$ cat config.mk
export PLATFORM = sky130hd
export DESIGN_NAME = n4_mux_rr_scheduler
export DESIGN_NICKNAME = d
export VERILOG_FILES = /design/src/rtl/n4_mux_rr_scheduler.sv
export SDC_FILE = /design/constraint.sdc
export NUM_CORES = 1
export LEC_CHECK = 0
export CORE_MARGIN = 1.5
export CORE_UTILIZATION = 50
export DETAILED_ROUTE_END_ITERATION = 12
export PLACE_DENSITY = 0.68
export SYNTH_ARGS = -nofsm -noshare
export SYNTH_HDL_FRONTEND = slang
export SYNTH_SLANG_ARGS = --single-unit
$ cat constraint.sdc
create_clock -name clk -period 8.9 [get_ports clk]
set_input_delay 1.335 -clock clk [delete_from_list [all_inputs] [get_ports clk]]
set_output_delay 1.335 -clock clk [all_outputs]
set_load 0.02 [all_outputs]
$ cat src/rtl/n4_mux_rr_scheduler.sv
// n4_mux_rr_scheduler: round-robin owner arbitration driving the shared 10:1 mux / 1:10 demux select
module n4_mux_rr_scheduler #(
  parameter int          N_CH     = 10,
  parameter int          MAX_HOLD = 16,
  parameter logic [7:0]  SEL_IDLE = 8'd255
) (
  input  logic            clk,
  input  logic            rst,
  input  logic [N_CH-1:0] req,
  input  logic            done,
  output logic [N_CH-1:0] grant,
  output logic [7:0]      select,
  output logic            busy,
  output logic            timeout
);
  typedef enum logic {IDLE, OWN} state_t;
  state_t      state;
  logic [15:0] hold_cnt;
  logic [3:0]  last_owner, win, idx;
  logic        hit, drop, rel;
  // descending scan so the nearest requester after last_owner overwrites the others
  always_comb begin
    win = last_owner;
    idx = '0;
    for (int k = N_CH; k >= 1; k--) begin
      idx = 4'((int'(last_owner) + k) % N_CH);
      if (req[idx]) win = idx;
    end
  end
  assign hit  = (MAX_HOLD != 0) && (hold_cnt == 16'(MAX_HOLD - 1));
  assign drop = !req[last_owner];
  assign rel  = done || drop || hit;
  always_ff @(posedge clk) begin
    if (rst) begin
      state      <= IDLE;
      grant      <= '0;
      select     <= SEL_IDLE;
      busy       <= 1'b0;
      timeout    <= 1'b0;
      hold_cnt   <= '0;
      last_owner <= 4'd9;
    end else begin
      timeout <= 1'b0;
      if (state == IDLE) begin
        if (|req) begin
          state      <= OWN;
          grant      <= {{(N_CH-1){1'b0}}, 1'b1} << win;
          select     <= 8'(win);
          busy       <= 1'b1;
          hold_cnt   <= '0;
          last_owner <= win;
        end
      end else if (rel) begin
        state    <= IDLE;
        grant    <= '0;
        select   <= SEL_IDLE;
        busy     <= 1'b0;
        hold_cnt <= '0;
        timeout  <= hit && !done && !drop;
      end else begin
        hold_cnt <= hold_cnt + 16'd1;
      end
    end
  end
  a_onehot: assert property (@(posedge clk) disable iff (rst) $onehot0(grant));
  a_busy:   assert property (@(posedge clk) disable iff (rst) busy == |grant);
  a_sel:    assert property (@(posedge clk) disable iff (rst) busy |-> (select < 8'(N_CH)) && grant[select[3:0]]);
  a_idle:   assert property (@(posedge clk) disable iff (rst) !busy |-> select == SEL_IDLE);
endmodule

==> results.yml, run 1 <==
run_status:
  status: "finished, final reports clean"
clock_tree:
  clk_pin_slew_ns: 0.06
  postCtsSetupRepairBufs: 0
  clk_path_buf_depth: 2
  clkSinkCount: 38
  cts_hold_buf: 0
  cts_max_level: 2
  cts_inserted_buffers: 5
  root_buffer: "clkbuf_16"
  cts_resized: 0
  insertion_delay_ns: 0.28
  cts_tree: "built"
critical_path:
  path_class: "reg2reg"
  worstPathRequired_ns: 9.09
  rrSetupSlack_ns: 3.00
  r2r_end: "grant[8]$_SDFFE_PP0P_"
  crit_slowest_cell: "clkinv_1"
  r2r_start: "last_owner[1]$_SDFFE_PP0P_"
  start_kind: "flip-flop"
  crit_chain: "buf_4 > clkinv_1 > ha_1 > buf_4 > clkinv_1 > ha_1 > o32ai_1 > a221oi_1 > or4b_4 > a21oi_1 > nand4_1 > and2_1 > a211o_1 > o31ai_1"
  cp.arrival_ns: 6.08
  cp_max_fo: 44
  slowest_delay_ns: 0.66
  end_kind: "flip-flop"
  r2r.worst_path.cells: 14
place:
  portBuffers: 32
  place_congestion: 1.03
  dp_hpwl_um: 14400
  place_ws_ns: 3.15
routing:
  drtPass1Iterations: 5
  wl_per_cell_um: 20.5
  remaining_drc_errors: 0
  via_count: 6602
  dr.max_layer_used: "met4"
  routed_via_density: 6.95
  drtAntennaViolNets: 0
  dr_wl_met2_um: 8410
  drt_iter0_markers: 659
  routed-wl-met3_um: 1630
  met1_length_um: 8830
  wl_um: 19500
min_path:
  hold_path_depth: 2
  whs_endpoint: "grant[6]$_SDFFE_PP0P_"
  hold_path.class: "reg2reg"
  min-delay-start: "grant[6]$_SDFFE_PP0P_"
synthesis:
  ys.flop_type: "dfxtp_1"
  synth_cells: 804
  syn_avg_cell_area_um2: 7.68
  ys_warn_count: 0
  synthArstFlopShare_pct: 0
  netlist_area_um2: 6170
  synthDistinctLibCells: 109
  synth_fp_nets: 855
  seq_area_frac_synth_pct: 12.3
  yosys_register_bits: 38
  synth-edff-count: 0
die:
  io_pins: 33
  fp.dieH_um: 114
  core_area_um2: 12000
  die_w_um: 114
  start_util_pct: 51.4
  num_rows: 40
  fp.dieArea_um2: 13000
global_route:
  overflow: 0
  grt_pass1_vias: 6000
  grt.total_usage_pct: 29.4
  grt_max_degree: 45
  antenna_found_initial: 0
  grt_pass1_wl_um: 30900
sta:
  fin_hold_ws_ns: 0.461
  setup_violations: 0
  max_freq_ghz: 0.170
  timing.final.ws_setup_ns: 3.00
  slew_violations: 0
  min_period_ns: 5.90
  fin_crit_sh_pct: 66.2
  setup_tns_ns: 0
  slew_headroom_pct: 35.6
  finClkSkew_ns: 0.00459
  max_slew.worst_pin.slew_ns: 0.939
  hold_violations: 0
  rsz0062_at_grt: "false"
finish:
  finalNetCount: 853
  fin_util_pct: 55.2
  drive_above_1_share_pct: 11.3
  syn_to_final_growth_pct: 7.36
  n_antenna_cell: 0
run:
  maxCapViolations: 0
metal layers:
metal	up-vias	track usage, %
met5	-	0
met4	0	9.67
met3	62	4.50
met2	361	45.7
met1	3092	41.8
li1	3087	-
state kept, by name, summed over array words and instances, names as in the netlist:
name and flops:
grant 10, select 5, timeout 1, busy 1, state 1, hold_cnt 16, last_owner 4
stage by stage:
| step | area [um2] | std cells |
|---|---|---|
| after global routing | 6630 | 950 |
| final | 6630 | 950 |
| after floorplan | 6170 | 804 |
| after global placement | 6430 | 942 |
| after detailed placement | 6430 | 942 |
| after CTS | 6630 | 950 |
cell usage after synthesis, drive strengths merged (20+ instances only):
library cell	n	share of area [%]
o31ai	20	2.4
buf	26	3.5
ha	38	7.7
nor3	25	2.0
a21oi	59	5.4
clkbuf	22	1.4
nor2	73	4.5
mux2i	24	4.1
nand2	79	4.8
dfxtp	38	12
o21ai	52	4.3
critical path: cells and delay by family (launching register included):
family	cells	cell delay [ns]
adder cells (fa/ha/maj)	2	1.09
AO/OA/AOI/OAI	5	1.43
buffers and inverters	4	1.94
AND/OR/NAND/NOR	3	1.00
flip-flops	1	0.31
cell type report:
type                       instances  area, um2
fill                            1114       5390
multi-input combinational        697       5030
sequential                        38        762
timing repair buffer              39        373
tap                              147        184
clock buffer                       6        139
inverter                          21       78.8
clock inverter                     2       60.1
how the worst max path moves through the flow:
stage / start / to / slack, ns / depth (start not counted)
floorplan: last_owner[1]$_SDFFE_PP0P_ / grant[5]$_SDFFE_PP0P_ / 4.11 / 16
global placement: last_owner[1]$_SDFFE_PP0P_ / grant[8]$_SDFFE_PP0P_ / 3.32 / 14
detailed placement: last_owner[1]$_SDFFE_PP0P_ / grant[1]$_SDFFE_PP0P_ / 3.15 / 14
CTS: last_owner[1]$_SDFFE_PP0P_ / grant[8]$_SDFFE_PP0P_ / 3.12 / 14
global route: last_owner[1]$_SDFFE_PP0P_ / grant[9]$_SDFFE_PP0P_ / 2.59 / 16
finish: last_owner[1]$_SDFFE_PP0P_ / grant[8]$_SDFFE_PP0P_ / 3.00 / 14
cells by family (layout without fill, tap and decap cells):
group,after synthesis,after routing,synth area share [%]
and+or+nand+nor,306,306,26.0
AOI/OAI and AO/OA,284,284,34.3
buffers and inverters,69,68,6.18
adders and majority gates,43,43,8.52
muxes,40,40,7.87
DFF,38,38,12.3
xor gates and xnor gates,24,24,4.74
layout by cell type, fill, tap and decap left out, types with 10 or more instances in the layout:
cell | synthesis | routed
dfxtp_1 | 38 | 37
nand3_1 | 18 | 18
a21oi_1 | 53 | 53
o21ai_1 | 11 | 11
mux2i_1 | 23 | 23
inv_1 | 13 | 13
nor3_1 | 25 | 25
xnor2_1 | 14 | 14
o31ai_1 | 20 | 20
a211oi_1 | 11 | 11
nand2_1 | 78 | 78
ha_1 | 38 | 38
o211ai_1 | 12 | 12
o21ai_0 | 39 | 39
and3_1 | 15 | 15
a31oi_1 | 15 | 15
nor4_1 | 11 | 11
nand2b_1 | 13 | 13
mux2_2 | 10 | 10
nor2_1 | 71 | 71
clkdlybuf4s50_1 | 0 | 32
Power of run 1 is not shown: default switching activity piles up to over one toggle a cycle in this logic, so the estimate is an artifact.
==> run 2: changes to the inputs <==
clock period = 5.8 ns   (was 8.9 ns; I/O delays follow)
==> results.yml, run 2 (synthesis gave the netlist of run 1 again) <==
critical_path:
  worstPathRequired_ns: 5.99
  cp_max_fo: 14
  cp.arrival_ns: 5.50
  slowest_delay_ns: 0.66
  start_kind: "flip-flop"
  crit_slowest_cell: "dfxtp_1"
  crit_family: "simple AND/OR/NAND/NOR gates"
  end_kind: "flip-flop"
  crit_chain: "buf_4 > ha_1 > a21boi_4 > nor2_2 > nand2_1 > ha_1 > and4b_1 > o32ai_1 > a221oi_1 > or4b_4 > nand3b_4 > nor4_1 > a2111oi_2 > nand2_1 > o31ai_1"
  path_buf_inv: 1
  path_class: "reg2reg"
global_route:
  antenna_found_initial: 0
  grt_max_degree: 44
  grt.total_usage_pct: 29.2
  grt_pass1_wl_um: 31100
  overflow: 0
  grt_pass1_vias: 6007
routing:
  drtAntennaViolNets: 0
  via_count: 6549
  drtPass1Iterations: 5
  routed_via_density: 6.86
  wl_per_cell_um: 20.2
  met1_length_um: 8970
  wl_um: 19300
  drt_iter0_markers: 734
  dr_wl_met2_um: 8330
  remaining_drc_errors: 0
  dr.max_layer_used: "met4"
  routed-wl-met3_um: 1480
clock_tree:
  root_buffer: "clkbuf_16"
  cts_tree: "built"
  cts_hold_buf: 0
  cts_max_level: 2
  cts_inserted_buffers: 5
  clk_path_buf_depth: 2
  postCtsSetupRepairBufs: 0
  clkSinkCount: 38
  clk_pin_slew_ns: 0.06
  cts_resized: 0
  insertion_delay_ns: 0.28
die:
  start_util_pct: 51.4
  fp.dieH_um: 114
  core_area_um2: 12000
  fp.dieArea_um2: 13000
  die_w_um: 114
  io_pins: 33
  num_rows: 40
finish:
  multi_input_area_um2: 5030
  final_common_cell: "nand2_1"
  regMostFlops: "hold_cnt"
  n_antenna_cell: 0
  finalNetCount: 858
  syn_to_final_growth_pct: 7.20
  fillers: 1170
  drive_above_1_share_pct: 11.9
  seq_area_um2: 762
  fin_cells: 955
  reg.largest.list: "hold_cnt: 16 flops, grant: 10 flops, select: 5 flops"
  mostFrequentLayoutCells: "nand2_1, nor2_1, a21oi_1"
  largest_reg_flops: 16
sta:
  slew_headroom_pct: 28.2
  hold_violations: 0
  fin_hold_ws_ns: 0.463
  min_period_ns: 5.31
  rsz0062_at_grt: "false"
  max_freq_ghz: 0.188
  slew_violations: 0
  setup_violations: 0
  finClkSkew_ns: 0.00724
  setup_tns_ns: 0
  fin_crit_sh_pct: 91.5
  max_slew.worst_pin.slew_ns: 1.07
place:
  dpl.cell_count: 947
  place_congestion: 1.00
  portBuffers: 32
  dp_hpwl_um: 14500
run_status:
  status: "finished, final reports clean"
run:
  maxCapViolations: 0
min_path:
  hold_path.class: "reg2reg"
run 2: cell count changes in the layout (fill, tap and decap cells not counted):
| cell | before | now |
|---|---|---|
| bufinv_16 | 2 | 0 |
| buf_4 | 7 | 12 |
| clkinvlp_4 | 0 | 1 |
| clkinv_2 | 0 | 1 |
run 2: metal layers:
metal | global-route usage, % | vias up
li1 | - | 3093
met5 | 0 | -
met3 | 4.66 | 50
met2 | 44.6 | 307
met4 | 8.50 | 0
met1 | 42.3 | 3099
run 2: path summary, 6_finish.rpt:
path | slack, ns | endpoint | start | cells after the start
worst max-delay path | 0.49 | grant[1]$_SDFFE_PP0P_ | last_owner[2]$_SDFFE_PP0P_ | 15
worst min-delay path | 0.46 | grant[6]$_SDFFE_PP0P_ | grant[6]$_SDFFE_PP0P_ | 2
worst max register to register | 0.49 | grant[1]$_SDFFE_PP0P_ | last_owner[2]$_SDFFE_PP0P_ | 15
worst min register to register | 0.46 | grant[6]$_SDFFE_PP0P_ | grant[6]$_SDFFE_PP0P_ | 2
run 2: layout make-up:
type,instances,share of cell area (%)
Clock buffer,6,2.10
Sequential cell,38,11.5
Clock inverter,2,0.189
Inverter,21,1.19
Multi-Input combinational cell,697,76.0
Tap cell,147,2.78
Timing Repair Buffer,44,6.20
run 2: worst register-to-register path, cell delays in order, from the launching register on:
cell and delay (ns):
dfxtp_1 0.66, buf_4 0.34, ha_1 0.50, a21boi_4 0.17
nor2_2 0.39, nand2_1 0.11, ha_1 0.35, and4b_1 0.29
o32ai_1 0.09, a221oi_1 0.60, or4b_4 0.58, nand3b_4 0.13
nor4_1 0.07, a2111oi_2 0.41, nand2_1 0.25, o31ai_1 0.29
run 2: through the flow:
stage / utilization [%] / area [um2] / setup slack, ns
final: 55.1 / 6620 / 0.491
after global routing: 55.1 / 6620 / 0.115
after CTS: 55.1 / 6620 / 0.565
after detailed placement: 53.8 / 6460 / 0.555
after global placement: 53.8 / 6460 / 0.829
after floorplan: - / 6170 / 1.01
Power of run 2 is left out for the same reason.
==> run 3: changes to the inputs <==
CTS_CLUSTER_DIAMETER = 60   (was not set)
==> results of run 3 <==
Same layout as run 2: the final DEF is identical, and so are final timing and power.
Power of run 3 is left out for the same reason.
